==> src/rtl/stream_cmd_parser.sv <==
// Host byte-stream command parser: framed reg write/read, payload to FIFO, start/stop.
// Optional inter-byte timeout when STREAM_TIMEOUT_EN is defined.
module stream_cmd_parser #(
   parameter int         NUM_PARAMS   = 4,
   parameter int         PARAM_W      = 16,
   parameter logic [7:0] SYNC_BYTE    = 8'hA5,
   parameter int         TIMEOUT_CLKS = 1200000
) (
   input  logic                          clk,
   input  logic                          rst,
   input  logic [7:0]                    rx_data,
   input  logic                          rx_valid,
   output logic                          rx_ready,
   output logic [7:0]                    tx_data,
   output logic                          tx_valid,
   input  logic                          tx_ready,
   output logic [7:0]                    fifo_wr_data,
   output logic                          fifo_wr_en,
   input  logic                          fifo_full,
   output logic [NUM_PARAMS*PARAM_W-1:0] cfg_param,
   output logic [1:0]                    cfg_mode,
   output logic                          mod_enable,
   output logic [7:0]                    err_count,
   output logic                          busy
);

   typedef enum logic [3:0] {
      S_IDLE, S_OPC, S_ADDR, S_DHI, S_DLO, S_LHI,
      S_LLO, S_PAYLOAD, S_RESP_HI, S_RESP_LO, S_ACK
   } state_t;

   localparam logic [7:0] ACK_OK  = 8'h5A;
   localparam logic [7:0] ACK_ERR = 8'hEE;
   localparam logic [7:0] CTRL_A  = 8'(NUM_PARAMS);
   localparam logic [7:0] STAT_A  = 8'(NUM_PARAMS + 1);

   state_t state, state_nx;
   logic [7:0]  addr_q, dhi_q, ack_q, err_q, ack_nx;
   logic [15:0] cnt_q, resp_q, rd_word;
   logic        is_rd_q, mode_en_q, err_inc, ack_ld, wr_go, acc;
   logic [1:0]  mode_q;
   logic [NUM_PARAMS*PARAM_W-1:0] param_q;

   assign acc          = rx_valid & rx_ready;
   assign fifo_wr_data = rx_data;
   assign cfg_param    = param_q;
   assign cfg_mode     = mode_q;
   assign mod_enable   = mode_en_q;
   assign err_count    = err_q;
   assign busy         = (state != S_IDLE);

`ifdef STREAM_TIMEOUT_EN
   localparam int TW = $clog2(TIMEOUT_CLKS + 1);
   logic [TW-1:0] tmo_q;
   logic          rx_wait, tmo_hit;

   assign rx_wait = (state >= S_OPC) && (state <= S_PAYLOAD) && !rx_valid
                    && !(state == S_PAYLOAD && fifo_full);
   assign tmo_hit = rx_wait && (tmo_q == TW'(TIMEOUT_CLKS - 1));

   // Inter-byte silence counter; FIFO back-pressure stalls it
   always_ff @(posedge clk) begin
      if (rst || state == S_IDLE || acc) tmo_q <= '0;
      else if (rx_wait)                  tmo_q <= tmo_q + 1'b1;
   end
`else
   logic unused_tmo;
   assign unused_tmo = ^32'(TIMEOUT_CLKS);
`endif

   // Read-back word for the address currently on rx_data
   always_comb begin
      rd_word = '0;
      for (int n = 0; n < NUM_PARAMS; n++)
         if (rx_data == 8'(n))
            rd_word = 16'(param_q[n*PARAM_W +: PARAM_W]);
      if (rx_data == CTRL_A) rd_word = {13'b0, mode_q, mode_en_q};
      if (rx_data == STAT_A) rd_word = {err_q, 7'b0, fifo_full};
   end

   // State register
   always_ff @(posedge clk) begin
      if (rst) state <= S_IDLE;
      else     state <= state_nx;
   end

   // Next state, handshakes and per-frame side effects
   always_comb begin
      state_nx   = state;
      rx_ready   = 1'b0;
      tx_valid   = 1'b0;
      tx_data    = 8'h00;
      fifo_wr_en = 1'b0;
      err_inc    = 1'b0;
      ack_ld     = 1'b0;
      ack_nx     = ACK_OK;
      wr_go      = 1'b0;
      if (!rst) begin
         unique case (state)
            S_IDLE: begin
               rx_ready = 1'b1;
               if (rx_valid && rx_data == SYNC_BYTE) state_nx = S_OPC;
            end
            S_OPC: begin
               rx_ready = 1'b1;
               if (rx_valid) begin
                  ack_ld = 1'b1;
                  case (rx_data)
                     8'h01, 8'h02: state_nx = S_ADDR;
                     8'h03:        state_nx = S_LHI;
                     8'h04, 8'h05: state_nx = S_ACK;
                     default: begin
                        err_inc  = 1'b1;
                        ack_nx   = ACK_ERR;
                        state_nx = S_ACK;
                     end
                  endcase
               end
            end
            S_ADDR: begin
               rx_ready = 1'b1;
               if (rx_valid) begin
                  if (!is_rd_q) state_nx = S_DHI;
                  else if (rx_data <= STAT_A) state_nx = S_RESP_HI;
                  else begin
                     err_inc  = 1'b1;
                     ack_ld   = 1'b1;
                     ack_nx   = ACK_ERR;
                     state_nx = S_ACK;
                  end
               end
            end
            S_DHI: begin
               rx_ready = 1'b1;
               if (rx_valid) state_nx = S_DLO;
            end
            S_DLO: begin
               rx_ready = 1'b1;
               if (rx_valid) begin
                  state_nx = S_ACK;
                  if (addr_q <= CTRL_A) wr_go = 1'b1;
                  else begin
                     err_inc = 1'b1;
                     ack_ld  = 1'b1;
                     ack_nx  = ACK_ERR;
                  end
               end
            end
            S_LHI: begin
               rx_ready = 1'b1;
               if (rx_valid) state_nx = S_LLO;
            end
            S_LLO: begin
               rx_ready = 1'b1;
               if (rx_valid)
                  state_nx = ({cnt_q[15:8], rx_data} == 16'd0) ? S_ACK : S_PAYLOAD;
            end
            S_PAYLOAD: begin
               rx_ready   = ~fifo_full;
               fifo_wr_en = rx_valid & ~fifo_full;
               if (fifo_wr_en && cnt_q == 16'd1) state_nx = S_ACK;
            end
            S_RESP_HI: begin
               tx_valid = 1'b1;
               tx_data  = resp_q[15:8];
               if (tx_ready) state_nx = S_RESP_LO;
            end
            S_RESP_LO: begin
               tx_valid = 1'b1;
               tx_data  = resp_q[7:0];
               if (tx_ready) state_nx = S_ACK;
            end
            S_ACK: begin
               tx_valid = 1'b1;
               tx_data  = ack_q;
               if (tx_ready) state_nx = S_IDLE;
            end
            default: state_nx = S_IDLE;
         endcase
`ifdef STREAM_TIMEOUT_EN
         if (tmo_hit) begin
            state_nx = S_IDLE;
            err_inc  = 1'b1;
         end
`endif
      end
   end

   // Frame fields, config registers and error counter
   always_ff @(posedge clk) begin
      if (rst) begin
         addr_q    <= '0;
         dhi_q     <= '0;
         ack_q     <= '0;
         err_q     <= '0;
         cnt_q     <= '0;
         resp_q    <= '0;
         is_rd_q   <= 1'b0;
         mode_en_q <= 1'b0;
         mode_q    <= '0;
         param_q   <= '0;
      end else begin
         if (err_inc && err_q != 8'hFF) err_q <= err_q + 8'd1;
         if (ack_ld) ack_q <= ack_nx;
         if (acc) begin
            case (state)
               S_OPC: begin
                  is_rd_q <= (rx_data == 8'h02);
                  if (rx_data == 8'h04) mode_en_q <= 1'b1;
                  if (rx_data == 8'h05) mode_en_q <= 1'b0;
               end
               S_ADDR: begin
                  addr_q <= rx_data;
                  resp_q <= rd_word;
               end
               S_DHI: dhi_q <= rx_data;
               S_DLO: begin
                  if (wr_go && addr_q == CTRL_A) begin
                     mode_q    <= rx_data[2:1];
                     mode_en_q <= rx_data[0];
                  end
                  for (int n = 0; n < NUM_PARAMS; n++)
                     if (wr_go && addr_q == 8'(n))
                        param_q[n*PARAM_W +: PARAM_W] <= PARAM_W'({dhi_q, rx_data});
               end
               S_LHI:     cnt_q[15:8] <= rx_data;
               S_LLO:     cnt_q[7:0]  <= rx_data;
               S_PAYLOAD: cnt_q       <= cnt_q - 16'd1;
               default: ;
            endcase
         end
      end
   end

endmodule
==> config.mk <==
export PLATFORM = sky130hd
export DESIGN_NAME = stream_cmd_parser
export DESIGN_NICKNAME = d
export VERILOG_FILES = /design/src/rtl/stream_cmd_parser.sv
export SDC_FILE = /design/constraint.sdc
export NUM_CORES = 1
export LEC_CHECK = 0
export ABC_AREA = 1
export CORE_MARGIN = 5
export CORE_UTILIZATION = 54
export CTS_BUF_LIST = sky130_fd_sc_hd__clkbuf_8
export CTS_CLUSTER_DIAMETER = 30
export CTS_CLUSTER_SIZE = 20
export DETAILED_ROUTE_END_ITERATION = 7
export PLACE_DENSITY_LB_ADDON = 0.12
export RECOVER_POWER = 100
export SYNTH_ARGS = -nofsm -noshare
export SYNTH_HDL_FRONTEND = slang
export SYNTH_SLANG_ARGS = --single-unit
export TNS_END_PERCENT = 30
==> constraint.sdc <==
create_clock -name clk -period 2 [get_ports clk]
set_clock_uncertainty 0.1 [all_clocks]
set_input_delay 0.3 -clock clk [delete_from_list [all_inputs] [get_ports clk]]
set_output_delay 0.3 -clock clk [all_outputs]
set_load 0.02 [all_outputs]
==> results.md <==
- Result of the run: finished with violations
- Violated checks: negative setup slack
- CTS hold repair buffers: 0
- R2R Setup Slk: 0 ps
- Number of routed nets with antenna violations: 0
- Final #Nets: roughly 1200
- Area added between synthesis and finish: 37.3%
- Crit-path most repeated cell: inv_4
- Tmin final: 2020 ps
- Number of placed instances with taps included: around 1300
- Commonest non-fill, non-tap cells in the layout: a21oi_1, dfxtp_1, nand2_1
- Worst ir drop on vdd: 0.649 mV
- Transition at the pin with the smallest max-transition slack: 348 ps
- Family with the most delay on the worst path: buffers and inverters
- First-pass GRT wire length: roughly 34000 um
- Routing usage on met2: 48.0%
- FP Rows: 40
- # port buffers: 107
- Via density per instance: 5.52
- Clock insertion delay at the later pin of the skew report: about 460 ps
- Layout cell share with drive strength beyond 1: between 20% and 30%
- Remaining global-route overflow: 0
- Via count: about 7300
- Clock sink count: between 100 and 150
- WP data arrival: 1620 ps
- Pwr Density: around 600 mW/mm^2
- CTS Root Buffer Type: clkbuf_8
- Multi-input logic area: approximately 0.0034 sq mm
- Cell count after synthesis: roughly 950
- Die area: between 0.01 and 0.015 sq mm
- Count of final setup violators: 6
- Post-detailed-route wirelength per cell: about 16 um
- Final RePlAce weighted congestion: ~0.96
- Number of CTS-inserted buffers: 17
- Total negative slack for setup checks: -70.0 ps
- Final count of pins violating max slew: 0
- Width of the die: approximately 120 um
- Antenna violations before repair: 0
- Seq cells post-synth: 131
- Leak pwr: 3.95 nW
- Maximum root-to-sink buffer count: 2
- Category of the most critical setup path: flop to output port
- Count of antenna diodes in the layout: 0
- First drt pass iteration count: 5
- Met1 track utilization from global routing: 38.2%
- Initial DRC Count: roughly 810
- Core region area: ~0.012 sq mm
- Met3 usage: ~5.9%
- Number of non-filler instances in the completed layout: approximately 1300
- Commonest non-fill, non-tap cell in the layout: a21oi_1
- Synthesized cell area: roughly 0.0067 sq mm
- Number of global-route vias before repair: 6807
- H-tree depth: 4
- Final Worst Setup Slack: -23.4 ps
- Critical Path End Type: output port
- Die Height: 122 um
- Number of top-level design ports: 108
- Highest net fanout along the worst path: 5
- Share of the core filled with cells in the final layout: roughly three quarters
- Critical Path Start Type: flop
- MaxCap Viol Count: 0
- Buf/Inv on CP: 5
- CTS tree: yes
- Sequential standard cell area: ~0.0026 sq mm
- Layer with the highest usage after global routing: met2
- Classification of the worst-slack hold path: input pin to flop
- Data required, critical path: ~1600 ps
- Final count of hold timing violations: 0
- Worst-path cell chain: buf_4 > inv_4 > nand2_4 > inv_4 > nand3_1 > nand3_2 > nand2_1 > inv_1 > buf_6
- Slowest Stage Delay on Critical Path: ~370 ps
- Unrepaired setup endpoints after global routing: true
- Number of nets in the synthesized netlist: 970
- Part of the Yosys area used for sequential elements: 39.0%
- Clock-pin slew on the worst setup and hold paths: around 80 ps
- Detailed Route WL: 21600 um
- Overall fraction of global-route tracks in use: between 20% and 30%
- Mean area per synthesized cell: between 7 and 8 sq um
- Worst slew margin: 76.6%
- Timing-limited maximum frequency: 494 MHz
- Initial Utilization: about 55%
- HPWL reported at the end of detailed placement: ~15000 um
- Hold Slack: 144 ps
- Library cell contributing the largest single delay on the critical path: dfxtp_4
- Share of the cycle needed by the critical path after routing: 101%
- Maximum number of pins on one net before global-route repair: a little under 80
- Number of synthesis warnings: 0
- # fillers: around 970
- DRC: 0
- Cell variety after synth: 40
==> final cells by class <==
| type | count | area share [%] |
|---|---|---|
| Multi-Input combinational cell | 639 | 37.4 |
| Sequential cell | 131 | 28.5 |
| Timing Repair Buffer | 219 | 21.6 |
| Inverter | 132 | 5.51 |
| Clock buffer | 20 | 2.98 |
| Tap cell | 168 | 2.28 |
| Clock inverter | 12 | 1.66 |
| Timing Repair inverter | 1 | 0.0678 |
==> report_power, final <==
part           switching [mW]  internal, mW
Sequential             0.0102          2.62
Combinational           0.321         0.211
Clock                    1.09          1.33
Total                    1.42          4.16
==> metrics by stage <==
| step | worst slack, ps | cell area [sq um] | power, mW |
|---|---|---|---|
| floorplan | 61.5 | 6720 | 2.94 |
| global placement | -281 | 8580 | 3.15 |
| detailed placement | -371 | 8580 | 3.16 |
| CTS | -86.9 | 9030 | 5.55 |
| global route | -118 | 9220 | 5.76 |
| finish | -23.4 | 9220 | 5.58 |
==> cells in the mapped netlist <==
cell type / count / area, sq um
buf_4: 12 / 90.1
xor2_1: 7 / 61.3
dfxtp_1: 131 / 2620
o2111a_1: 1 / 11.3
o2111ai_1: 3 / 26.3
o32ai_1: 1 / 8.76
nor3_4: 4 / 65.1
nand2_4: 3 / 33.8
nand2_1: 122 / 458
a21oi_1: 144 / 721
nor2_2: 7 / 43.8
and2_1: 1 / 6.26
nor4_1: 4 / 25.0
clkbuf_1: 20 / 75.1
nand2_2: 4 / 25.0
a31oi_1: 2 / 12.5
nor2_1: 79 / 297
o21ai_1: 2 / 10.0
nor3b_1: 2 / 15.0
nand3_2: 5 / 50.1
buf_6: 3 / 33.8
clkinv_1: 2 / 7.51
xnor2_1: 3 / 26.3
a211oi_2: 8 / 100
nor3_1: 14 / 70.1
o22ai_1: 6 / 37.5
o21ai_0: 116 / 581
o211ai_1: 14 / 105
inv_1: 112 / 420
nand3_1: 64 / 320
ha_1: 3 / 37.5
inv_2: 15 / 56.3
nor2_4: 2 / 22.5
nand3b_1: 1 / 7.51
buf_2: 17 / 85.1
o21ai_2: 1 / 8.76
o211ai_2: 1 / 12.5
inv_4: 3 / 18.8
nor3_2: 4 / 40.0
nand4_1: 11 / 68.8
==> routing by layer <==
metal  up-vias  routed length, um
met5         -                  0
met3        43               1530
met4         0                578
met2       334              10300
met1      3345               9170
li1       3570                  -
==> worst register-to-register path: stages, from the launching register on <==
cell and delay [ps]:
dfxtp_2 340, buf_6 130, nor2_4 100, buf_6 130, buf_6 120, nand2_8 60
buf_4 150, nor3_1 200, nand3_2 130, buf_12 180, o21ai_0 190, a21oi_1 60
==> registers in the layout, summed over array words and instances (netlist names), 2 cells and up <==
| name | cells |
|---|---|
| cfg_mode | 2 |
| state | 4 |
| dhi_q | 8 |
| addr_q | 8 |
| cfg_param | 64 |
| resp_q | 16 |
| ack_q | 3 |
| cnt_q | 16 |
| err_count | 8 |
==> path summary, 6_finish.rpt <==
check	start	end	cells past startpoint
max	state[1]	tx_data[2]	9
min	rst	state[3]	2
max reg2reg	state[0]	cfg_param[34]	11
min reg2reg	cfg_param[39]	cfg_param[39]	2
==> cell families after synthesis <==
| family | Yosys count | synth area share [%] |
|---|---|---|
| compound gates | 299 | 24.3 |
| simple gates | 327 | 23.0 |
| flops | 131 | 39.0 |
| fa+ha+maj | 3 | 0.559 |
| buf+inv | 184 | 11.7 |
| xor+xnor | 10 | 1.30 |
==> what timing repair did <==
item,CTS,global route
buffers inserted,3,7
pin swaps,1,10
gates resized for setup,72,78
cloned,1,1
endpoints found under the setup margin,26,91
No activity file was read; power rests on OpenSTA's default activity.
